File: config.mk
export PLATFORM = sky130hd
export DESIGN_NAME = lcd_rx_sink_flat
export DESIGN_NICKNAME = d
export VERILOG_FILES = /design/src/rtl/lcd_pkg.sv /design/src/rtl/lcd_rx_sink_if.sv /design/src/rtl/lcd_nibble_rx.sv /design/src/rtl/lcd_rx_sink.sv /design/src/flat_wrapper.sv
export SDC_FILE = /design/constraint.sdc
export NUM_CORES = 1
export LEC_CHECK = 0
export BUFFER_PORTS_ARGS = -buffer_cell sky130_fd_sc_hd__buf_2
export CELL_PAD_IN_SITES_DETAIL_PLACEMENT = 2
export CELL_PAD_IN_SITES_GLOBAL_PLACEMENT = 2
export CORE_MARGIN = 2
export CORE_UTILIZATION = 30
export CTS_CLUSTER_SIZE = 10
export DETAILED_ROUTE_END_ITERATION = 8
export PLACE_DENSITY = 0.6
export SETUP_SLACK_MARGIN = 0.5
export SLEW_MARGIN = 20
export SYNTH_ARGS = -nofsm -noshare
export SYNTH_HDL_FRONTEND = slang
export SYNTH_SLANG_ARGS = --single-unit
export TNS_END_PERCENT = 5
File: constraint.sdc
create_clock -name clk -period 6.4 [get_ports clk]
set_input_delay 0.64 -clock clk [delete_from_list [all_inputs] [get_ports clk]]
set_output_delay 0.64 -clock clk [all_outputs]
set_load 0.05 [all_outputs]
File: src/rtl/lcd_pkg.sv
// lcd_pkg: shared command masks, bus/state types and the command decode helper
// for the LCD receive sink.
package lcd_pkg;

    localparam logic [7:0] CMD_CLEAR = 8'h01;
    localparam logic [7:0] CMD_HOME  = 8'h02;
    localparam logic [7:0] CMD_ENTRY = 8'h04;
    localparam logic [7:0] CMD_DISP  = 8'h08;
    localparam logic [7:0] CMD_SHIFT = 8'h10;
    localparam logic [7:0] CMD_FUNC  = 8'h20;
    localparam logic [7:0] CMD_CGRAM = 8'h40;
    localparam logic [7:0] CMD_DDRAM = 8'h80;

    localparam logic [7:0] CLEAR_CHAR_DEF = 8'h20;
    localparam int         ROW_LEN        = 16;
    localparam int         CELLS          = 32;

    typedef enum logic [0:0] {ST_IDLE, ST_CLEAR} state_e;

    typedef struct packed {
        logic       e;
        logic       rs;
        logic       rw;
        logic [3:0] d;
    } lcd_bus_t;

    // The highest set bit of an instruction byte selects the command.
    function automatic logic [7:0] cmd_msb(input logic [7:0] b);
        logic [7:0] m;
        m = 8'h00;
        for (int i = 0; i < 8; i++) begin
            if (b[i]) m = 8'(1 << i);
        end
        return m;
    endfunction

endpackage

File: src/rtl/lcd_rx_sink_if.sv
// lcd_rx_sink_if: 4-bit HD44780-style LCD bus as seen by the display; the
// writer uses the master modport, the sink the slave modport.
interface lcd_rx_sink_if;
    logic       lcd_e;
    logic       lcd_rs;
    logic       lcd_rw;
    logic [3:0] lcd_d_in;
    logic [3:0] lcd_d_out;
    logic       lcd_d_oe;

    modport master (output lcd_e, lcd_rs, lcd_rw, lcd_d_in,
                    input  lcd_d_out, lcd_d_oe);
    modport slave  (input  lcd_e, lcd_rs, lcd_rw, lcd_d_in,
                    output lcd_d_out, lcd_d_oe);
endinterface

File: src/rtl/lcd_nibble_rx.sv
// lcd_nibble_rx: synchronises the LCD bus, rejects short E pulses and pairs nibbles into bytes.
// With LCD_RX_READ_EN defined it also exposes the live read-cycle view and toggles phase on read falls.
module lcd_nibble_rx
    import lcd_pkg::*;
#(
    parameter int SYNC_STAGES = 2,
    parameter int MIN_E_HIGH  = 4
) (
    input  logic       clk,
    input  logic       rst_n,
    input  logic       lcd_e,
    input  logic       lcd_rs,
    input  logic       lcd_rw,
    input  logic [3:0] lcd_d,
    input  logic       four_bit,
    input  logic       phase_rst,
`ifdef LCD_RX_READ_EN
    output logic       rd_cyc,
    output logic       rd_rs,
    output logic       phase_hi,
`endif
    output logic       byte_vld,
    output logic [7:0] byte_data,
    output logic       byte_rs
);

    localparam int SS = (SYNC_STAGES < 2) ? 2 : SYNC_STAGES;
    localparam int CW = $clog2(MIN_E_HIGH + 1);

    lcd_bus_t [SS-1:0] sync_q, sync_d;
    lcd_bus_t          in_s, cur, prev_q, prev_d;
    logic [CW-1:0]     hi_cnt_q, hi_cnt_d;
    logic              phase_hi_q, phase_hi_d;
    logic [3:0]        hi_nib_q, hi_nib_d;
    logic              byte_vld_q, byte_vld_d;
    logic [7:0]        byte_data_q, byte_data_d;
    logic              byte_rs_q, byte_rs_d;
    logic              fall;

    assign cur = sync_q[SS-1];

    // Fields are sampled from the stage before the fall, i.e. while E was still high.
    always_comb begin
        in_s        = '{e: lcd_e, rs: lcd_rs, rw: lcd_rw, d: lcd_d};
        sync_d      = {sync_q[SS-2:0], in_s};
        prev_d      = cur;
        hi_cnt_d    = '0;
        phase_hi_d  = phase_hi_q;
        hi_nib_d    = hi_nib_q;
        byte_vld_d  = 1'b0;
        byte_data_d = byte_data_q;
        byte_rs_d   = byte_rs_q;

        if (cur.e) begin
            hi_cnt_d = (hi_cnt_q < CW'(MIN_E_HIGH)) ? hi_cnt_q + CW'(1) : hi_cnt_q;
        end
        fall = prev_q.e && !cur.e && (hi_cnt_q >= CW'(MIN_E_HIGH));

        if (fall && !prev_q.rw) begin
            if (!four_bit) begin
                byte_vld_d  = 1'b1;
                byte_data_d = {prev_q.d, 4'h0};
                byte_rs_d   = prev_q.rs;
                phase_hi_d  = 1'b1;
            end else if (phase_hi_q) begin
                hi_nib_d   = prev_q.d;
                phase_hi_d = 1'b0;
            end else begin
                byte_vld_d  = 1'b1;
                byte_data_d = {hi_nib_q, prev_q.d};
                byte_rs_d   = prev_q.rs;
                phase_hi_d  = 1'b1;
            end
        end
`ifdef LCD_RX_READ_EN
        else if (fall && four_bit) begin
            phase_hi_d = !phase_hi_q;
        end
`endif
        if (phase_rst) phase_hi_d = 1'b1;
    end

    always_ff @(posedge clk) begin
        if (!rst_n) begin
            sync_q      <= '0;
            prev_q      <= '0;
            hi_cnt_q    <= '0;
            phase_hi_q  <= 1'b1;
            hi_nib_q    <= 4'h0;
            byte_vld_q  <= 1'b0;
            byte_data_q <= 8'h00;
            byte_rs_q   <= 1'b0;
        end else begin
            sync_q      <= sync_d;
            prev_q      <= prev_d;
            hi_cnt_q    <= hi_cnt_d;
            phase_hi_q  <= phase_hi_d;
            hi_nib_q    <= hi_nib_d;
            byte_vld_q  <= byte_vld_d;
            byte_data_q <= byte_data_d;
            byte_rs_q   <= byte_rs_d;
        end
    end

    assign byte_vld  = byte_vld_q;
    assign byte_data = byte_data_q;
    assign byte_rs   = byte_rs_q;

`ifdef LCD_RX_READ_EN
    assign rd_cyc   = cur.e && cur.rw;
    assign rd_rs    = cur.rs;
    assign phase_hi = phase_hi_q;
`endif

endmodule

File: src/rtl/lcd_rx_sink.sv
// lcd_rx_sink: executes the LCD writer's command subset and keeps a 2x16 character mirror.
// Define LCD_RX_READ_EN to answer status read cycles on lcd_d_out/lcd_d_oe.
module lcd_rx_sink
    import lcd_pkg::*;
#(
    parameter int         SYNC_STAGES = 2,
    parameter int         MIN_E_HIGH  = 4,
    parameter logic [7:0] CLEAR_CHAR  = CLEAR_CHAR_DEF
) (
    input  logic         clk,
    input  logic         rst_n,
    lcd_rx_sink_if.slave bus,
    input  logic [4:0]   rd_addr,
    output logic [7:0]   rd_data,
    output logic         display_on,
    output logic         four_bit,
    output logic         busy,
    output logic         wr_strobe,
    output logic         overrun
);

    localparam int CBW = $clog2(ROW_LEN);

    state_e           state_q, state_d;
    logic [4:0]       clr_idx_q, clr_idx_d;
    logic             row_q, row_d;
    logic [CBW-1:0]   col_q, col_d;
    logic             inc_q, inc_d;
    logic             display_on_q, display_on_d;
    logic             four_bit_q, four_bit_d;
    logic             wr_strobe_q, wr_strobe_d;
    logic             overrun_q, overrun_d;
    logic [7:0]       rd_data_q;
    logic [7:0]       mem [CELLS];
    logic             we;
    logic [4:0]       waddr;
    logic [7:0]       wdata;
    logic             phase_rst;
    logic             byte_vld, byte_rs;
    logic [7:0]       byte_data;

`ifdef LCD_RX_READ_EN
    logic rd_cyc, rd_rs, phase_hi;
`endif

    lcd_nibble_rx #(
        .SYNC_STAGES (SYNC_STAGES),
        .MIN_E_HIGH  (MIN_E_HIGH)
    ) u_nibble_rx (
        .clk       (clk),
        .rst_n     (rst_n),
        .lcd_e     (bus.lcd_e),
        .lcd_rs    (bus.lcd_rs),
        .lcd_rw    (bus.lcd_rw),
        .lcd_d     (bus.lcd_d_in),
        .four_bit  (four_bit_q),
        .phase_rst (phase_rst),
`ifdef LCD_RX_READ_EN
        .rd_cyc    (rd_cyc),
        .rd_rs     (rd_rs),
        .phase_hi  (phase_hi),
`endif
        .byte_vld  (byte_vld),
        .byte_data (byte_data),
        .byte_rs   (byte_rs)
    );

    always_comb begin
        state_d      = state_q;
        clr_idx_d    = clr_idx_q;
        row_d        = row_q;
        col_d        = col_q;
        inc_d        = inc_q;
        display_on_d = display_on_q;
        four_bit_d   = four_bit_q;
        wr_strobe_d  = 1'b0;
        overrun_d    = overrun_q;
        we           = 1'b0;
        waddr        = {row_q, col_q};
        wdata        = byte_data;
        phase_rst    = 1'b0;

        case (state_q)
            ST_CLEAR: begin
                we        = 1'b1;
                waddr     = clr_idx_q;
                wdata     = CLEAR_CHAR;
                clr_idx_d = clr_idx_q + 5'd1;
                // Nibble pairing keeps running in rx; only the completed byte is lost.
                if (byte_vld) overrun_d = 1'b1;
                if (clr_idx_q == 5'(CELLS - 1)) begin
                    state_d = ST_IDLE;
                    row_d   = 1'b0;
                    col_d   = '0;
                    inc_d   = 1'b1;
                end
            end
            default: begin
                if (byte_vld && byte_rs) begin
                    we          = 1'b1;
                    wr_strobe_d = 1'b1;
                    col_d       = inc_q ? col_q + CBW'(1) : col_q - CBW'(1);
                end else if (byte_vld) begin
                    case (cmd_msb(byte_data))
                        CMD_DDRAM: begin
                            row_d = byte_data[6];
                            col_d = byte_data[3:0];
                        end
                        CMD_FUNC: begin
                            four_bit_d = ~byte_data[4];
                            phase_rst  = 1'b1;
                        end
                        CMD_DISP:  display_on_d = byte_data[2];
                        CMD_ENTRY: inc_d = byte_data[1];
                        CMD_HOME: begin
                            row_d = 1'b0;
                            col_d = '0;
                        end
                        CMD_CLEAR: begin
                            state_d   = ST_CLEAR;
                            clr_idx_d = 5'd0;
                        end
                        CMD_SHIFT, CMD_CGRAM: ;
                        default: ;
                    endcase
                end
            end
        endcase
    end

    always_ff @(posedge clk) begin
        if (!rst_n) begin
            state_q      <= ST_IDLE;
            clr_idx_q    <= 5'd0;
            row_q        <= 1'b0;
            col_q        <= '0;
            inc_q        <= 1'b1;
            display_on_q <= 1'b0;
            four_bit_q   <= 1'b0;
            wr_strobe_q  <= 1'b0;
            overrun_q    <= 1'b0;
            rd_data_q    <= 8'h00;
        end else begin
            state_q      <= state_d;
            clr_idx_q    <= clr_idx_d;
            row_q        <= row_d;
            col_q        <= col_d;
            inc_q        <= inc_d;
            display_on_q <= display_on_d;
            four_bit_q   <= four_bit_d;
            wr_strobe_q  <= wr_strobe_d;
            overrun_q    <= overrun_d;
            rd_data_q    <= mem[rd_addr];
        end
    end

    always_ff @(posedge clk) begin
        if (we && rst_n) mem[waddr] <= wdata;
    end

    assign rd_data    = rd_data_q;
    assign display_on = display_on_q;
    assign four_bit   = four_bit_q;
    assign busy       = (state_q == ST_CLEAR);
    assign wr_strobe  = wr_strobe_q;
    assign overrun    = overrun_q;

`ifdef LCD_RX_READ_EN
    // High phase reports busy plus the row bit of the address counter, low phase the column.
    always_comb begin
        bus.lcd_d_oe  = rd_cyc;
        bus.lcd_d_out = 4'h0;
        if (rd_cyc && !rd_rs) begin
            bus.lcd_d_out = phase_hi ? {busy, row_q ? 3'b100 : 3'b000} : col_q;
        end
    end
`else
    assign bus.lcd_d_oe  = 1'b0;
    assign bus.lcd_d_out = 4'h0;
`endif

endmodule

File: src/flat_wrapper.sv
// flat-port wrapper written by rule: the top's interface ports become plain ports
module lcd_rx_sink_flat import lcd_pkg::*;
#(
    parameter int         SYNC_STAGES = 2,
    parameter int         MIN_E_HIGH  = 4,
    parameter logic [7:0] CLEAR_CHAR  = CLEAR_CHAR_DEF
)
  (clk, rst_n, rd_addr, rd_data, display_on, four_bit, busy, wr_strobe, overrun, bus_lcd_e, bus_lcd_rs, bus_lcd_rw, bus_lcd_d_in, bus_lcd_d_out, bus_lcd_d_oe);
  lcd_rx_sink_if bus_i ();
  input  logic clk;
  input  logic rst_n;
  input  logic [4:0] rd_addr;
  output logic [7:0] rd_data;
  output logic display_on;
  output logic four_bit;
  output logic busy;
  output logic wr_strobe;
  output logic overrun;
  input wire logic [$bits(bus_i.lcd_e)-1:0] bus_lcd_e;
  input wire logic [$bits(bus_i.lcd_rs)-1:0] bus_lcd_rs;
  input wire logic [$bits(bus_i.lcd_rw)-1:0] bus_lcd_rw;
  input wire logic [$bits(bus_i.lcd_d_in)-1:0] bus_lcd_d_in;
  output wire logic [$bits(bus_i.lcd_d_out)-1:0] bus_lcd_d_out;
  output wire logic [$bits(bus_i.lcd_d_oe)-1:0] bus_lcd_d_oe;
  assign bus_i.lcd_e = bus_lcd_e;
  assign bus_i.lcd_rs = bus_lcd_rs;
  assign bus_i.lcd_rw = bus_lcd_rw;
  assign bus_i.lcd_d_in = bus_lcd_d_in;
  assign bus_lcd_d_out = bus_i.lcd_d_out;
  assign bus_lcd_d_oe = bus_i.lcd_d_oe;
  lcd_rx_sink #(.SYNC_STAGES(SYNC_STAGES), .MIN_E_HIGH(MIN_E_HIGH), .CLEAR_CHAR(CLEAR_CHAR)) u_core (.clk(clk), .rst_n(rst_n), .bus(bus_i), .rd_addr(rd_addr), .rd_data(rd_data), .display_on(display_on), .four_bit(four_bit), .busy(busy), .wr_strobe(wr_strobe), .overrun(overrun));
endmodule
Word-level counts from Yosys, hierarchy flattened --
Memories as Yosys holds them, arrays and structs flattened. A register that Yosys moved wholly into a read port is not among the register bits. Index checks and enable logic that the tools add are counted.
Word-level totals: flip-flop bits (word level) 55, output and inout port bits 18, bits of input ports 14, memory bits (writable) 256, memories 1, logic and storage cells 127
Operators by class: $add $sub $neg 4, magnitude comparators 2, equality and inequality tests 10, bitwise operators 4, mux-type cells 52, reduce and logical (&&, ||, !) cells 27
Memories:
- u_core.mem | depth 32, bits a word 8, rd ports 1, clocked after Yosys merged registers in 1, wr ports 1, line lcd_rx_sink.sv:34 | logic [7:0] mem [CELLS];
Operators with widths (number):
- $mux 8 | 7
- $mux 5 | 6
- $mux 1 | 27
- $mux 4 | 6
- $reduce_and 4->1 | 4
- $reduce_and 3->1 | 3
- $eq 8x1->1 const B | 1
- $eq 8x2->1 const B | 1
- $eq 8x3->1 const B | 1
- $eq 8x4->1 const B | 1
- $eq 8x6->1 const B | 1
- $eq 8x8->1 const B | 1
- $pmux 4 s2 | 1
- $reduce_and 2->1 | 4
- $mux 7 | 1
- $mux 6 | 1
- $reduce_bool 2->1 | 3
- $reduce_bool 3->1 | 2
- $add 5x1->5 const B | 1
- $eq 5x5->1 const B | 1
- $logic_and 1x1->1 | 5
- $add 4x1->4 const B | 1
- $ne 2x2->1 const B | 2
- $not 1->1 | 4
- other kinds (11) | 14

Depth between registers and ports, before layout --
word-level depth 17, depth in mapped cells 7, mapped depth without buffers 6

Cells and area by module --
A second synthesis with hierarchy kept.
Unflattened totals: cell total of the unflattened synthesis 721, area total of the unflattened synthesis 12654.6 um^2
Modules (own cells, without submodules):
- lcd_rx_sink | area each 11324.6 um^2, cells each 595, instances 1
- lcd_nibble_rx | area each 1330.0 um^2, cells each 126, instances 1

Worst setup path before layout --
Ideal clock, no wire load.
path type reg-to-reg, from register u_core.state_q, in the netlist u_core.busy, to memory u_core.mem[0][0] (enable), library setup time 370 ps, buffers on the path 2, slack 4030 ps, stages on the path, launching flop included 6, arrival 2000 ps, cell sequence dfxtp_1 buf_2 buf_2 mux2i_1 nand2_1 nor2_1
On the way: cells in the longest elaborated chain, start to end 4, elaborated cells on any way between the ends 5, classes of those cells mux: 4; reduce/logical: 1
Ends and longest elaborated chain:
- start: declaration | line lcd_rx_sink.sv:24 | state_e state_q, state_d;
- start signal: assignment | line lcd_rx_sink.sv:144 | state_q <= state_d;
- $mux 1 | line lcd_rx_sink.sv:83 | case (state_q)
- $logic_and 1x1->1 | line lcd_rx_sink.sv:158 | if (we && rst_n) mem[waddr] <= wdata;
- $mux 1 | line lcd_rx_sink.sv:158
- $mux 1 (not written as such) | line lcd_rx_sink.sv:158
- end: declaration | line lcd_rx_sink.sv:34
Several ways; a longest one is shown, not always the timed one.

Worst setup path in the final report --
from register u_core.state_q, in the netlist u_core.busy, to memory u_core.mem[1][7] (enable)
Same word-level chain as after synthesis.

==> results by group <==
Yosys
  – Post-synth top area cell: edfxtp_1
  – Netlist cell types: 54
  – Post-synthesis sequential area ratio: 0.712
  – Top cell type's share of synthesized area: 0.611
  – Post-synthesis xor/xnor area fraction: 0.00279
  – Post-synthesis mux area share: 0.152
  – Synth Warn #: 0
  – Post-synthesis adder-cell area fraction: 0.00657
  – Post-synth top cells: edfxtp_1, nor2_1, mux4_2
  – Largest family of logic cells by synthesized area: multiplexers
  – Most common cell in the netlist: edfxtp_1
  – Fraction of registers with async set/reset: 0
  – Compound-Gate Fraction of Synth Area: 0.0376
  – Post-synth EDFFs: about 260
  – Area fraction in and, or, nand and nor cells after synthesis: 0.0672
  – Top post-synthesis cells by area: edfxtp_1, mux4_2, dfxtp_1
  – Post-synthesis cell count: 718
  – Synth Flop Type: edfxtp_1
  – Avg Inst Size Synth: around 18 sq um
  – Cell area after synthesis: 12600 sq um
  – Synthesized flop and latch total: about 320

Layout
  – Final layout net count: approximately 770
  – Fillers: about 4.2k
  – Post-layout util: 0.345
  – Area growth, synth to finish: 14.2%
  – Layout cell share with drive strength beyond 1: 0.236
  – Antenna fix cells: 0

Worst setup path
  – Worst Setup End Kind: register
  – Worst EP arrival: 2.86 ns
  – Worst-path cell chain: buf_4 -> mux2i_1 -> nand2_1 -> nor2_1
  – Critical path's largest stage delay: between 0.7 and 0.8 ns
  – CP startpoint kind: register
  – Crit Path Category: reg2reg
  – Slowest-stage cell, CP: nor2_1
  – CP required: approximately 6.6 ns
  – CP Max Fanout: 38

Global route
  – Largest net degree at the start of global routing: 46
  – Initial antenna violation count: 0
  – Global-route usage over all layers: 0.147
  – First-pass GRT wire length: approximately 47000 um
  – Vias in the first global route: 7069
  – Grt total ovfl: 0

Pwr
  – Peak supply drop: roughly 0.00016 V
  – NetSw: 0.000894 W
  – PD cells: a little over 300 nW/um^2
  – Switching Share: 0.205
  – Comb power frac: 0.035
  – Pleak: between 4 and 5 nW
  – Pint: 0.00347 W
  – Clock Power Share: 0.455
  – Seq pwr share: 0.510

Route
  – ANT nets after route: 0
  – DRC viols: 0
  – Drt wl/cell: ~24 um
  – Final WL: 31200 um
  – TritonRoute pass-1 iters: 6
  – Routed vias: about 6.4k
  – First DRT Iteration DRCs: 351
  – Routed vias/inst: 4.88

Timing
  – Final Skew: roughly 0.012 ns
  – Fmax: between 300 and 400 MHz
  – Crit share post-route: 0.423
  – Fin. max-slew vios: 0
  – Setup violators final: 0
  – Final Hold Viols: 0
  – Slew headroom: 0.290
  – Setup TNS: 0 ns
  – Worst slew pin tran: around 1.1 ns
  – RSZ-0062 raised after global routing: false
  – Crit path time final: ~2.7 ns

Job
  – Max Cap Viol: 0

Placement
  – Final Wtd Congestion: between 0.7 and 0.8
  – Post-detail-place hpwl: 19300 um
  – IO Port Bufs: 26

Clock network
  – Clk buf depth: 3
  – Clk Latency, worst-skew pair: 0.54 ns
  – Total number of H-tree levels: 2
  – Root Driver: clkbuf_16
  – Total setup buffers inserted after CTS: 0
  – Clock-pin transition on the worst setup and hold timing paths: approximately 0.060 ns
  – CTS Hold Bufs: 0
  – Post_cts resized: 0
  – Cts bufs inserted: 38
  – TritonCTS clock tree: built
  – # clock sinks: 319

Status
  – Status: finished clean

Floorplanning
  – Die ar.: 43600 sq um
  – Die Wd: 209 um
  – Core area: 41700 sq um
  – Die height: 209 um
  – Row count: 75
  – Io pins: 32
  – Initial Utilization: 0.302

Min path
  – Worst hold path class: in2reg
## worst paths after layout
check	startpoint	endpoint	slack, ns	depth (start not counted)
setup / recovery	u_core.busy	u_core.mem[1][7]	3.70	4
hold / removal	bus_lcd_d_in[0]	u_core.u_nibble_rx.sync_d[7]	0.31	2
setup reg to reg	u_core.busy	u_core.mem[1][7]	3.70	4
hold reg to reg	u_core.u_nibble_rx.sync_d[11]	u_core.u_nibble_rx.cur[4]	0.43	1
## power groups by stage
stage	Combinational [W]	Sequential, W	Clock (W)
finish	0.000152	0.00222	0.00198
global route	0.000164	0.00222	0.00212
CTS	0.000156	0.00223	0.00205
detailed placement	0.000156	0.00227	0
global placement	0.000155	0.00227	0
floorplan	0.000104	0.00228	0
## metrics by stage
step                total power [W]  instance area (sq um)  std cells  hold WS (ns)  setup slack, ns
floorplan                   0.00238                  12600        722         0.412             4.03
global placement            0.00242                  13200       1250         0.416             3.19
detailed placement          0.00242                  13200       1250         0.421             3.18
CTS                         0.00443                  14400       1315         0.275             3.63
global route                0.00450                  14400       1315         0.301             3.48
finish                      0.00436                  14400       1315         0.307             3.70
## metal layers
metal | vias up | share of wire | GRT usage
met4 | 0 | 0.023 | 0.0498
met2 | 98 | 0.48 | 0.237
met5 | - | 0 | 0
met3 | 41 | 0.037 | 0.0218
li1 | 2867 | - | -
met1 | 3409 | 0.46 | 0.204
## logic make-up after synthesis
logic type,Yosys count
AND/OR/NAND/NOR,164
buffers and inverters,49
other,1
adder cells (fa/ha/maj),6
flip-flops,319
AO/OA/AOI/OAI,67
multiplexers,108
XOR/XNOR,4
## final cells by class
| type | count | area [sq um] | area share |
|---|---|---|---|
| repair buffers | 32 | 178 | 0.0124 |
| well taps | 539 | 674 | 0.0469 |
| multi-input cells | 354 | 3420 | 0.238 |
| inverters | 6 | 22.5 | 0.00157 |
| clock buffers | 65 | 1130 | 0.0784 |
| flip-flops and latches | 319 | 8950 | 0.623 |
## layout by cell type (no fill, tap or decap), drive strengths merged, types with 5 or more instances in the layout
cell | Yosys | layout
edfxtp | 256 | 256
conb | 1 | 5
clkbuf | 14 | 65
nor2 | 67 | 67
mux4 | 64 | 64
o21ai | 6 | 6
nand2 | 21 | 21
dfxtp | 63 | 63
o221ai | 8 | 8
nand2b | 5 | 5
a21oi | 15 | 15
nor2b | 10 | 10
ha | 5 | 5
a22oi | 10 | 10
or2 | 9 | 9
mux2 | 23 | 23
mux2i | 21 | 21
buf | 29 | 32
and2 | 24 | 24
inv | 5 | 5
a31oi | 9 | 9
## sequential cells by signal, indices dropped and copies added, names as in the netlist
name / count
u_core.four_bit: 1
u_core.rd_data: 8
u_core.u_nibble_rx.sync_d: 7
u_core.overrun: 1
u_core.clr_idx_q: 5
u_core.u_nibble_rx.hi_cnt_q: 3
u_core.u_nibble_rx.phase_hi_q: 1
u_core.display_on: 1
u_core.mem: 256
u_core.u_nibble_rx.byte_rs: 1
u_core.wr_strobe: 1
u_core.row_q: 1
u_core.u_nibble_rx.byte_vld: 1
u_core.u_nibble_rx.byte_data: 8
u_core.busy: 1
u_core.inc_q: 1
u_core.col_q: 4
u_core.u_nibble_rx.prev_q: 7
u_core.u_nibble_rx.cur: 7
u_core.u_nibble_rx.hi_nib_q: 4
## critical path, delay by kind of cell, from the launching register on
kind	cells	cell delay [ns]
buf+inv	1	0.47
flops	1	0.42
mux	1	0.38
simple gates	2	1.01
No activity file was read; power rests on OpenSTA's default activity.
